==> config.mk <==
export PLATFORM = sky130hd
export DESIGN_NAME = alu_issue_ctrl
export DESIGN_NICKNAME = d
export VERILOG_FILES = /design/src/rtl/alu_issue_ctrl.sv
export SDC_FILE = /design/constraint.sdc
export NUM_CORES = 1
export LEC_CHECK = 0
export BUFFER_PORTS_ARGS = -buffer_cell sky130_fd_sc_hd__clkbuf_2
export CELL_PAD_IN_SITES_DETAIL_PLACEMENT = 0
export CELL_PAD_IN_SITES_GLOBAL_PLACEMENT = 2
export CORE_MARGIN = 1.5
export CORE_UTILIZATION = 40
export CTS_CLUSTER_SIZE = 20
export DETAILED_ROUTE_END_ITERATION = 8
export PLACE_DENSITY_LB_ADDON = 0.1
export SETUP_SLACK_MARGIN = 0.1
export SKIP_LAST_GASP = 1
export SLEW_MARGIN = 10
export SYNTH_ARGS = -nofsm -noshare
export SYNTH_HDL_FRONTEND = slang
export SYNTH_SLANG_ARGS = --single-unit
==> constraint.sdc <==
create_clock -name clk -period 2.45 [get_ports clk]
set_input_delay 0.245 -clock clk [delete_from_list [all_inputs] [get_ports clk]]
set_output_delay 0.245 -clock clk [all_outputs]
set_load 0.1 [all_outputs]
==> src/rtl/alu_issue_ctrl.sv <==
// Issue stage for the 8-bit combinational ALU: op FIFO, settle-window sequencer, result return.
// Optional ALU_FLAGS_EN adds registered out_zero/out_neg result flags.

// Generic synchronous FIFO, power-of-2 depth, first-word fall-through read.
// Latency: a write is visible on rd_dat/rd_vld the cycle after it is accepted.
// Backpressure: wr_rdy drops only when full; a pop in the same cycle does not free a slot for the push.
module alu_issue_fifo #(
    parameter int W     = 20,
    parameter int DEPTH = 4
) (
    input  logic         clk,
    input  logic         rst,
    input  logic         wr_vld,
    output logic         wr_rdy,
    input  logic [W-1:0] wr_dat,
    output logic         rd_vld,
    input  logic         rd_rdy,
    output logic [W-1:0] rd_dat
);
    localparam int AW = $clog2(DEPTH);
    localparam logic [AW:0] FULL_CNT = (AW+1)'(DEPTH);

    logic [W-1:0]  mem [DEPTH];
    logic [AW-1:0] wptr;
    logic [AW-1:0] rptr;
    logic [AW:0]   count;
    logic          do_wr;
    logic          do_rd;

    assign wr_rdy = (count != FULL_CNT);
    assign rd_vld = (count != '0);
    assign rd_dat = mem[rptr];
    assign do_wr  = wr_vld && wr_rdy;
    assign do_rd  = rd_vld && rd_rdy;

    always_ff @(posedge clk) begin
        if (do_wr) mem[wptr] <= wr_dat;
    end

    always_ff @(posedge clk) begin
        if (rst) begin
            wptr  <= '0;
            rptr  <= '0;
            count <= '0;
        end else begin
            if (do_wr) wptr <= wptr + 1'b1;
            if (do_rd) rptr <= rptr + 1'b1;
            case ({do_wr, do_rd})
                2'b10:   count <= count + 1'b1;
                2'b01:   count <= count - 1'b1;
                default: count <= count;
            endcase
        end
    end
endmodule

// Buffers ops, drives them to the ALU one at a time and returns the registered result.
// Latency: op accepted at edge T (empty FIFO, idle) -> out_valid after edge T+1+SETTLE_CYC.
// Backpressure: in_ready = FIFO not full; a stalled result (out_ready low) holds the sequencer in DONE.
module alu_issue_ctrl #(
    parameter int FIFO_DEPTH = 4,
    parameter int SETTLE_CYC = 1
) (
    input  logic       clk,
    input  logic       rst,
    input  logic       in_valid,
    output logic       in_ready,
    input  logic [7:0] in_a,
    input  logic [7:0] in_b,
    input  logic [3:0] in_sel,
    output logic [7:0] alu_a,
    output logic [7:0] alu_b,
    output logic [3:0] alu_sel,
    input  logic [7:0] alu_z,
    output logic       out_valid,
    input  logic       out_ready,
    output logic [7:0] out_z,
    output logic       out_err
`ifdef ALU_FLAGS_EN
    ,
    output logic       out_zero,
    output logic       out_neg
`endif
);
    typedef struct packed {
        logic [7:0] a;
        logic [7:0] b;
        logic [3:0] sel;
    } op_t;

    typedef enum logic [1:0] {IDLE, SETTLE, DONE} state_t;

    localparam int CW = (SETTLE_CYC > 1) ? $clog2(SETTLE_CYC) : 1;
    localparam logic [CW-1:0] LAST = CW'(SETTLE_CYC - 1);
    localparam logic [3:0] SEL_ILLEGAL = 4'b1111;

    state_t        state;
    logic [CW-1:0] cnt;
    op_t           in_op;
    op_t           q_dat;
    logic          q_vld;
    logic          q_pop;

    assign in_op = '{a: in_a, b: in_b, sel: in_sel};
    assign q_pop = (state == IDLE);

    alu_issue_fifo #(.W($bits(op_t)), .DEPTH(FIFO_DEPTH)) u_fifo (
        .clk    (clk),
        .rst    (rst),
        .wr_vld (in_valid),
        .wr_rdy (in_ready),
        .wr_dat (in_op),
        .rd_vld (q_vld),
        .rd_rdy (q_pop),
        .rd_dat (q_dat)
    );

    always_ff @(posedge clk) begin
        if (rst) begin
            state     <= IDLE;
            cnt       <= '0;
            alu_a     <= '0;
            alu_b     <= '0;
            alu_sel   <= '0;
            out_z     <= '0;
            out_err   <= 1'b0;
            out_valid <= 1'b0;
`ifdef ALU_FLAGS_EN
            out_zero  <= 1'b0;
            out_neg   <= 1'b0;
`endif
        end else begin
            case (state)
                IDLE: begin
                    if (q_vld) begin
                        alu_a   <= q_dat.a;
                        alu_b   <= q_dat.b;
                        alu_sel <= q_dat.sel;
                        cnt     <= '0;
                        state   <= SETTLE;
                    end
                end
                SETTLE: begin
                    cnt <= cnt + 1'b1;
                    if (cnt == LAST) begin
                        // The illegal opcode never reaches the result path, whatever the ALU drives.
                        if (alu_sel == SEL_ILLEGAL) begin
                            out_z   <= 8'h00;
                            out_err <= 1'b1;
`ifdef ALU_FLAGS_EN
                            out_zero <= 1'b1;
                            out_neg  <= 1'b0;
`endif
                        end else begin
                            out_z   <= alu_z;
                            out_err <= 1'b0;
`ifdef ALU_FLAGS_EN
                            out_zero <= (alu_z == 8'h00);
                            out_neg  <= alu_z[7];
`endif
                        end
                        out_valid <= 1'b1;
                        state     <= DONE;
                    end
                end
                DONE: begin
                    if (out_ready) begin
                        out_valid <= 1'b0;
                        state     <= IDLE;
                    end
                end
                default: state <= IDLE;
            endcase
        end
    end
endmodule

; ---- Word-level counts from Yosys, hierarchy flattened
; Memories as Yosys holds them, arrays and structs flattened. A register that Yosys moved wholly into a read port is not among the register bits.
; Index checks and enable logic that the tools add are counted.
[classes]
add_sub_neg = 5
n_eq_ne = 9
muxes = 14
bitwise_logic = 1
reduce_logical = 12
[op_table]
columns = op, n
row1 = $mux 8, 1
row2 = $mux 1, 6
row3 = $mux 2, 3
row4 = $pmux 2 s3, 1
row5 = $pmux 3 s2, 1
row6 = $reduce_and 2->1, 3
row7 = $reduce_and 3->1, 2
row8 = $reduce_bool 2->1, 3
row9 = $add 2x1->2 const B, 2
row10 = $eq 2x1->1 const B, 2
row11 = $eq 2x2->1 const B, 2
row12 = $eq 4x4->1 const B, 1
row13 = $ne 2x2->1 const B, 2
row14 = $pmux 1 s2, 2
row15 = $add 3x1->3 const B, 1
row16 = $ne 3x3->1 const B, 1
row17 = $reduce_bool 3->1, 1
row18 = $sub 3x1->3 const B, 1
row19 = $logic_and 1x1->1, 2
row20 = $logic_not 2->1, 1
row21 = $ne 2x1->1 const B, 1
row22 = $add 1x1->1 const B, 1
row23 = $not 1->1, 1
[word_totals]
register_bits = 20
mem_bits_rw = 80
in_bits = 32
out_inout_bits = 31
elab_cells = 50
n_memories = 1
[memory_table]
columns = memory, words, word_bits, read_ports, rd_clocked_by_memory_dff, write_ports, line_no
row1 = u_fifo.mem, 4, 20, 1, 1, 1, 23  ; logic [W-1:0] mem [DEPTH];

; ---- Depth between registers and ports, before layout
; Gate-level depths: netlist of run 1.
[depth]
word_depth = 4
ltp_mapped = 10
depth_no_buf = 9

; ---- By module
; A second synthesis of run 1 with hierarchy kept.
[hier_totals]
hier_cells = 305
hier_area_um2 = 4634.4
[modules_own_cells]
columns = module, n_inst, cells_per_inst, area_each_um2, seq_area_each_um2
row1 = alu_issue_fifo, 1, 156, 3384.5, 2582.5
row2 = alu_issue_ctrl, 1, 149, 1249.9, 660.6

; ---- Least setup slack after synthesis of run 1
; OpenSTA, ideal clock, no wires.
[synth_path]
path_type = register -> register
startpoint = register u_fifo.count[0]
endpoint = register u_fifo.count[2]
setup_ns = 0.070
t_arrival_ns = 2.294
required_time_ns = 2.380
slack_ns = 0.085
path_stages_with_launch = 10
n_path_buf = 1
period_less_slack_ns = 2.365
cell_sequence = dfxtp_1 -> or3b_1 -> buf_2 -> nand2_1 -> ha_1 -> inv_1 -> fa_1 -> xor2_1 -> or3_1 -> a21oi_1
[synth_between]
elab_chain_cells = 4
word_cells_on_any_way = 10
classes_between = add/sub: 2 / eq/ne: 3 / mux: 1 / reduce/logical: 4
[synth_rtl]
columns = item, line_no
row1 = from (decl), 26  ; logic [AW:0] count;
row2 = from (signal assigned), 49  ; 2'b10: count <= count + 1'b1;
row3 = from (signal assigned), 50  ; 2'b01: count <= count - 1'b1;
row4 = from (signal assigned), 51  ; default: count <= count;
row5 = $ne 3x3->1 *, 30  ; assign wr_rdy = (count != FULL_CNT);
row6 = net in_ready, 67  ; output logic in_ready,
row7 = $logic_and 1x1->1 *, 33  ; assign do_wr = wr_vld && wr_rdy;
row8 = $eq 2x1->1 or $eq 2x2->1 (tied branches), 48  ; case ({do_wr, do_rd})
row9 = $pmux 3 s2 or $reduce_bool 2->1 (tied branches), --
; The timed path passes the listed nets; every way through them passes the cells marked *.
; A chain may end at the register's enable or synchronous reset.

; ---- Worst setup path after layout of run 1
[layout_path]
startpoint = register u_fifo.count[2]
endpoint = register u_fifo.count[2]
[layout_between]
elab_chain_cells = 4
word_cells_on_any_way = 10
classes_between = add/sub: 2 / eq/ne: 3 / mux: 1 / reduce/logical: 4
[layout_rtl]
columns = item, line_no
row1 = $ne 3x3->1 or $reduce_bool 3->1 (tied branches), "30, 31"
row2 = $logic_and 1x1->1 (on tied branches), "33, 34"
row3 = $eq 2x1->1 or $eq 2x2->1 (tied branches), 48
row4 = $pmux 3 s2 or $reduce_bool 2->1 (tied branches), --
; Parallel ways exist; a longest one is shown, timed or not.

==> results.md, run 1 <==
- Outcome: completed
- Placed inst area: 0.00497 mm^2
- Buffer count from post-CTS setup fixing: 0
- Area of the multi-input gates: 0.00115 mm^2
- Critical path class: reg -> reg
- Synth Instances: 264
- EDFF count, synth: 80
- Startpoint types: register
- CTS Buf Count: 17
- Final Setup Violations: 0
- Initial antenna violation count: 0
- GPL Wtd Cong: 0.685
- Worst slew pin tran: 605 ps
- Global-route wire length before repair: 13300 um
- Ys flop type: edfxtp_1
- # DRC: 0
- Reg2Reg Depth: 8
- Setup TNS: 0 ps
- Crit path buf inv count: 1
- Slowest-stage cell, CP: or3b_1
- Initial core utilization: 41.2%
- Crit end category: register
- Rel. slew slack: 59.5%
- Chip height: 109 um
- Die footprint: 0.0119 mm^2
- Power Total: 8.24 mW
- Fillers: 906
- Worst Path Arrival: 2590 ps
- Max Fclk: 464 MHz
- GRT overflow: 0
- Seq/Total Area, Yosys: 71.4%
- Router iterations before antenna repair: 4
- Die Wd: 109 um
- ANT cells: 0
- Post-Place Cells: 462
- Worst skew pair latency: 520 ps
- Largest net degree at the start of global routing: 23
- Max_cap viols: 0
- CP top delay family: simple AND/OR/NAND/NOR gates
- Period utilization: 88.0%
- Metal3 WL: 295 um
- Core area: 0.0109 mm^2
- Yosys top cell by area: edfxtp_1
- Final nets: 407
- Vias: 2574
- GRT Resource Usage Total: 15.9%
- Fin area: 0.00586 mm^2
- Leakage: 2.19 nW
- Mapped cell area: 0.00449 mm^2
- Boundary Pins: 63
- Final count of hold timing violations: 0
- Minimum clock period: 2160 ps
- Met1 WL: 4000 um
- Synth cell types: 35
- Clk slew on worst S/H paths: 50 ps
- CTS tree: done
- Clk sinks: 120
- Min-Delay Path Depth: 4
- Syn Area/Cell: 17.0 um^2
- Post-synth top area share: 53.5%
- P&R area growth vs syn: 30.5%
- Synth warn: 0
- RSZ-0062 raised after global routing: false
- Vias in the first global route: 2571
- Clock Skew: 9.88 ps
- Top cells by area, synth: edfxtp_1 54%, dfxtp_1 18%, mux4_2 8.5%
- CP Depth: 8
- Register area: 0.00320 mm^2
- Iter 0 DRT Violations: 86
- CP max stage delay: 400 ps
- Via/cell ratio: 4.93
- CTS root buffer: clkbuf_8
- Yosys reg bits: 120
- Ratio of cells with drive above 1 in the final layout: 33.0%
- CP Max Fanout: 5
- I/O Buffers: 62
- Final non-filler cell total: 522
- Routed length per instance: 16.5 um
- Max Slew Vio Count: 0
- Top routing layer used: met4
- Worst Hold Class: in -> reg
- Post-synthesis async set-or-reset flop share: 0%
- Cell breakdown of the critical path: or3b_1, nand2_1, ha_1, inv_1, fa_1, xor2_1, or3_1, a21oi_1
- Depth of the CTS H-tree: 4
- Syn Nets: 302
- Peak supply drop: 0.907 mV
- Cell Rows: 38
- Total length of routed met2 wires: 4140 um
- HPWL after DPL: 5040 um
- CP required: 2890 ps
- Final wirelength: 8610 um
- Deepest clock path buffer count: 2
- PwrDens: 1410 mW/mm^2
- Post-DRT Antenna Nets: 0
[metal layers]
layer,track usage (%),up-vias
met5,0,-
met4,7.89,0
met3,4.66,14
met2,25.3,53
met1,20.0,1263
li1,-,1244
[sequential cells by signal, summed over array words and instances (netlist names)]
| signal | flops |
|---|---|
| out_valid | 1 |
| u_fifo.count | 3 |
| out_err | 1 |
| u_fifo.mem | 80 |
| cnt | 1 |
| state | 2 |
| out_z | 8 |
| alu_sel | 4 |
| alu_a | 8 |
| alu_b | 8 |
| u_fifo.wptr | 2 |
| u_fifo.rptr | 2 |
[final cells by class]
cell class	count	area share (%)
Tap cell	140	2.99
Inverter	9	0.577
Clock buffer	25	8.44
Clock inverter	7	1.99
Sequential cell	120	54.7
Multi-Input combinational cell	120	19.6
Timing Repair Buffer	101	11.7
[tightest hold or removal path, stage by stage]
cell and delay [ps]:
clkbuf_2 90, nand2_1 50, nand2_1 60, a21oi_1 50
[logic make-up after synthesis]
kind of cell | synth area share [%]
flops | 71.4
simple gates | 5.30
fa+ha+maj | 1.84
xor+xnor | 0.390
mux | 10.3
buf+inv | 3.18
compound gates | 7.64
[final timing paths]
kind / from / to / slack, ps
setup / recovery: u_fifo.count[2]$_SDFFE_PP0P_ / u_fifo.count[2]$_SDFFE_PP0P_ / 290
hold / removal: out_ready / out_valid$_SDFFE_PP0P_ / 20
setup reg to reg: u_fifo.count[2]$_SDFFE_PP0P_ / u_fifo.count[2]$_SDFFE_PP0P_ / 290
hold reg to reg: out_z[6]$_SDFFE_PP0P_ / out_z[6]$_SDFFE_PP0P_ / 450
[report_power, final]
| part | total (mW) | leakage [nW] | switching [mW] | internal, mW |
|---|---|---|---|---|
| Combinational | 2.95 | 0.831 | 2.16 | 0.792 |
| Clock | 2.52 | 0.298 | 0.833 | 1.68 |
| Sequential | 2.78 | 1.06 | 0.241 | 2.54 |
| Total | 8.24 | 2.19 | 3.23 | 5.01 |
[what timing repair did]
action / CTS / global route
hold buffers: 28 / 0
resized for setup: 0 / 0
hold endpoints to repair: 88 / 0
[layout by cell type, fill, tap and decap left out, types with 2 or more instances in the layout]
master         instances
and3_1                 4
mux4_1                 3
mux4_2                17
dlygate4sd3_1         28
bufinv_16              3
clkbuf_2              62
dfxtp_1               39
clkbuf_1               3
nand3b_1               2
xor2_1                 2
clkbuf_16             16
edfxtp_1              80
a21oi_1               17
or3b_1                 2
a22o_1                20
buf_4                 10
nor2_1                 6
clkinv_2               2
nand3_1               11
o21ai_0                3
a21o_1                 2
clkbuf_8               6
nand2_1               13
ha_1                   5
inv_1                  9
[metrics by stage]
stage	setup slack [ps]	hold WS [ps]	utilization, %
floorplan	194	344	-
global placement	383	439	45.6
detailed placement	316	448	45.6
CTS	290	0.977	53.8
global route	158	28.2	53.8
finish	295	23.3	53.8
[cells in the mapped netlist (3+ instances only)]
cell,n
edfxtp_1,80
dfxtp_1,40
nand2_1,13
nand3_1,11
mux4_2,17
and3_1,4
mux4_1,3
a21oi_1,17
o21ai_0,3
nor2_1,6
clkbuf_1,4
inv_1,9
a22o_1,20
buf_2,5
ha_1,5
buf_6,4
No activity file was read; power rests on OpenSTA's default activity.
==> run 2, diff against run 1 <==
--- a/config.mk
+++ b/config.mk
@@ -5,11 +5,12 @@
 export SDC_FILE = /design/constraint.sdc
 export NUM_CORES = 1
 export LEC_CHECK = 0
+export ABC_AREA = 1
 export BUFFER_PORTS_ARGS = -buffer_cell sky130_fd_sc_hd__clkbuf_2
 export CELL_PAD_IN_SITES_DETAIL_PLACEMENT = 0
 export CELL_PAD_IN_SITES_GLOBAL_PLACEMENT = 2
 export CORE_MARGIN = 1.5
-export CORE_UTILIZATION = 40
+export CORE_UTILIZATION = 36
 export CTS_CLUSTER_SIZE = 20
 export DETAILED_ROUTE_END_ITERATION = 8
 export PLACE_DENSITY_LB_ADDON = 0.1
@@ -19,3 +20,4 @@
 export SYNTH_ARGS = -nofsm -noshare
 export SYNTH_HDL_FRONTEND = slang
 export SYNTH_SLANG_ARGS = --single-unit
+export TNS_END_PERCENT = 50
==> run 2 against run 1 <==
Compared with the run above: sequential power fell by 4%; die area is 28% higher; worst setup slack better by 350 ps; fmax up 19%; utilization is 8.9 points lower; hold slack better by 36 ps; register-to-register slack better by 350 ps; largest power group unchanged; combinational power is 15% higher.
==> results.md, run 2 <==
- Rel. slew slack: 62.1%
- Vias: 3538
- Min-Delay Path Depth: 1
- Critical path class: reg -> reg
- Leakage: 2.95 nW
- Flop2flop setup slack: 640 ps
- Outcome: completed
- HPWL after DPL: 6490 um
- Post-synth top area share: 46.3%
- Synth cell types: 22
- Ys flop type: edfxtp_1
- EDFF count, synth: 80
- Biggest register: u_fifo.mem
- Routed length per instance: 12.9 um
- Post-DRT Antenna Nets: 0
- Deepest clock path buffer count: 2
- Reg2Reg Depth: 12
- Crit end category: register
- Yosys top cell by area: edfxtp_1
- Buffer count from post-CTS setup fixing: 0
- RSZ-0062 raised after global routing: false
- Worst hold path startpoint: in_a[5]
- Iter 0 DRT Violations: 102
- Via/cell ratio: 4.27
- Worst Path Arrival: 2100 ps
- Max Slew Vio Count: 0
- Core area: 0.0140 mm^2
- Final wirelength: 10700 um
- Syn Nets: 607
- CP Max Fanout: 7
- Largest net degree at the start of global routing: 45
- Die Wd: 123 um
- Die footprint: 0.0152 mm^2
- Cell Rows: 43
- Startpoint types: register
- Hold-fix buffers, CTS: 0
- GRT overflow: 0
- Minimum clock period: 1810 ps
- Cell with the most instances after synthesis: nand2_1
- Global-route wire length before repair: 17000 um
- Seq/Total Area, Yosys: 61.7%
- Final nets: 674
- Post-Place Cells: 797
- Initial antenna violation count: 0
- GPL Wtd Cong: 0.652
- Synth warn: 0
- I/O Buffers: 62
- Clk slew on worst S/H paths: 50 ps
- Chip height: 123 um
- Initial core utilization: 37.1%
- Reg2Reg Capture Point: u_fifo.count[2]$_SDFFE_PP0P_
- Top cells by area, synth: edfxtp_1 46%, dfxtp_1 15%, nand2_1 11%
- Depth of the CTS H-tree: 4
- Final Setup Violations: 0
- Router iterations before antenna repair: 5
- Final count of hold timing violations: 0
- Max_cap viols: 0
- Period utilization: 73.7%
- Max Fclk: 554 MHz
- Min-Delay Endpoint: u_fifo.mem[2][17]$_DFFE_PP_
- GRT Resource Usage Total: 15.2%
- Max FFs per register: 80
- # DRC: 0
- Clock Skew: 7.77 ps
- Vias in the first global route: 3301
- Mapped cell area: 0.00519 mm^2
- Clk sinks: 120
- Syn Area/Cell: 9.13 um^2
- Ratio of cells with drive above 1 in the final layout: 20.0%
- CTS resizes: 0
- Yosys reg bits: 120
- Worst skew pair latency: 400 ps
- Worst slew pin tran: 567 ps
- CP required: 2750 ps
- Smallest hold slack: 59.2 ps
- Post-synthesis async set-or-reset flop share: 0%
- CTS tree: done
- Synth Instances: 569
- CTS root buffer: clkbuf_16
- CTS Buf Count: 17
- Fillers: 1416
- Worst Hold Class: in -> reg
- Commonest non-fill, non-tap cell in the layout: nand2_1
- PwrDens: 1390 mW/mm^2
- Reg2reg start: u_fifo.count[0]$_SDFFE_PP0P_
- ANT cells: 0
- Commonest non-fill, non-tap cells in the layout: 159 x nand2_1, 117 x inv_1, 80 x edfxtp_1
- Boundary Pins: 63
- Peak supply drop: 0.535 mV
- Final non-filler cell total: 829
- Synth top cells by count: 159 x nand2_1, 117 x inv_1, 80 x edfxtp_1
- P&R area growth vs syn: 21.1%
[run 2: how the worst max path moves through the flow]
stage,startpoint,to
after detailed placement,u_fifo.count[0]$_SDFFE_PP0P_,u_fifo.count[2]$_SDFFE_PP0P_
after global placement,u_fifo.count[0]$_SDFFE_PP0P_,u_fifo.count[2]$_SDFFE_PP0P_
after floorplan,u_fifo.count[1]$_SDFFE_PP0P_,u_fifo.mem[0][0]$_DFFE_PP_
final,u_fifo.count[0]$_SDFFE_PP0P_,u_fifo.count[2]$_SDFFE_PP0P_
after global routing,u_fifo.count[0]$_SDFFE_PP0P_,u_fifo.count[2]$_SDFFE_PP0P_
after CTS,u_fifo.count[0]$_SDFFE_PP0P_,u_fifo.count[2]$_SDFFE_PP0P_
[run 2: cell families after synthesis]
family,synth area share (%)
fa+ha+maj,1.59
flops,61.7
buf+inv,11.8
simple gates,22.4
compound gates,2.60
[run 2: metrics by stage]
step / power [mW] / util (%) / area, um^2 / worst slack, ps / TNS, ps
floorplan: 5.59 / - / 5190 / -157 / -12530
global placement: 6.13 / 40.4 / 5650 / 665 / 0
detailed placement: 6.16 / 40.4 / 5650 / 627 / 0
CTS: 8.85 / 44.9 / 6290 / 627 / 0
global route: 9.30 / 44.9 / 6290 / 485 / 0
finish: 8.72 / 44.9 / 6290 / 645 / 0
[run 2: worst max-delay path: stages, from the launching register on]
cell	delay, ps
dfxtp_1	320
nor2_2	130
nand2_1	120
nand2_2	180
ha_1	190
inv_1	60
fa_1	370
inv_1	60
nand2_1	40
nand3_1	80
nand2_1	50
nand2_1	50
nor2_1	40
[run 2: layout make-up]
type | count | area [um^2] | share of cell area, %
Clock inverter | 10 | 174 | 2.77
Timing Repair Buffer | 70 | 370 | 5.89
Clock buffer | 22 | 464 | 7.38
Tap cell | 180 | 225 | 3.58
Inverter | 122 | 460 | 7.32
Sequential cell | 120 | 3200 | 50.9
Multi-Input combinational cell | 305 | 1390 | 22.1
[run 2: power breakdown]
part | switching [mW] | internal [mW]
combinational | 2.64 | 0.752
clock | 0.811 | 1.85
sequential | 0.174 | 2.50
[run 2: metal layers]
layer  wire length, um  track usage [%]  up-vias
met1              5270             19.9     1586
met3               426             3.51       12
met2              4860             24.3       62
li1                  -                -     1878
met4               150             6.03        0
met5                 0                0        -
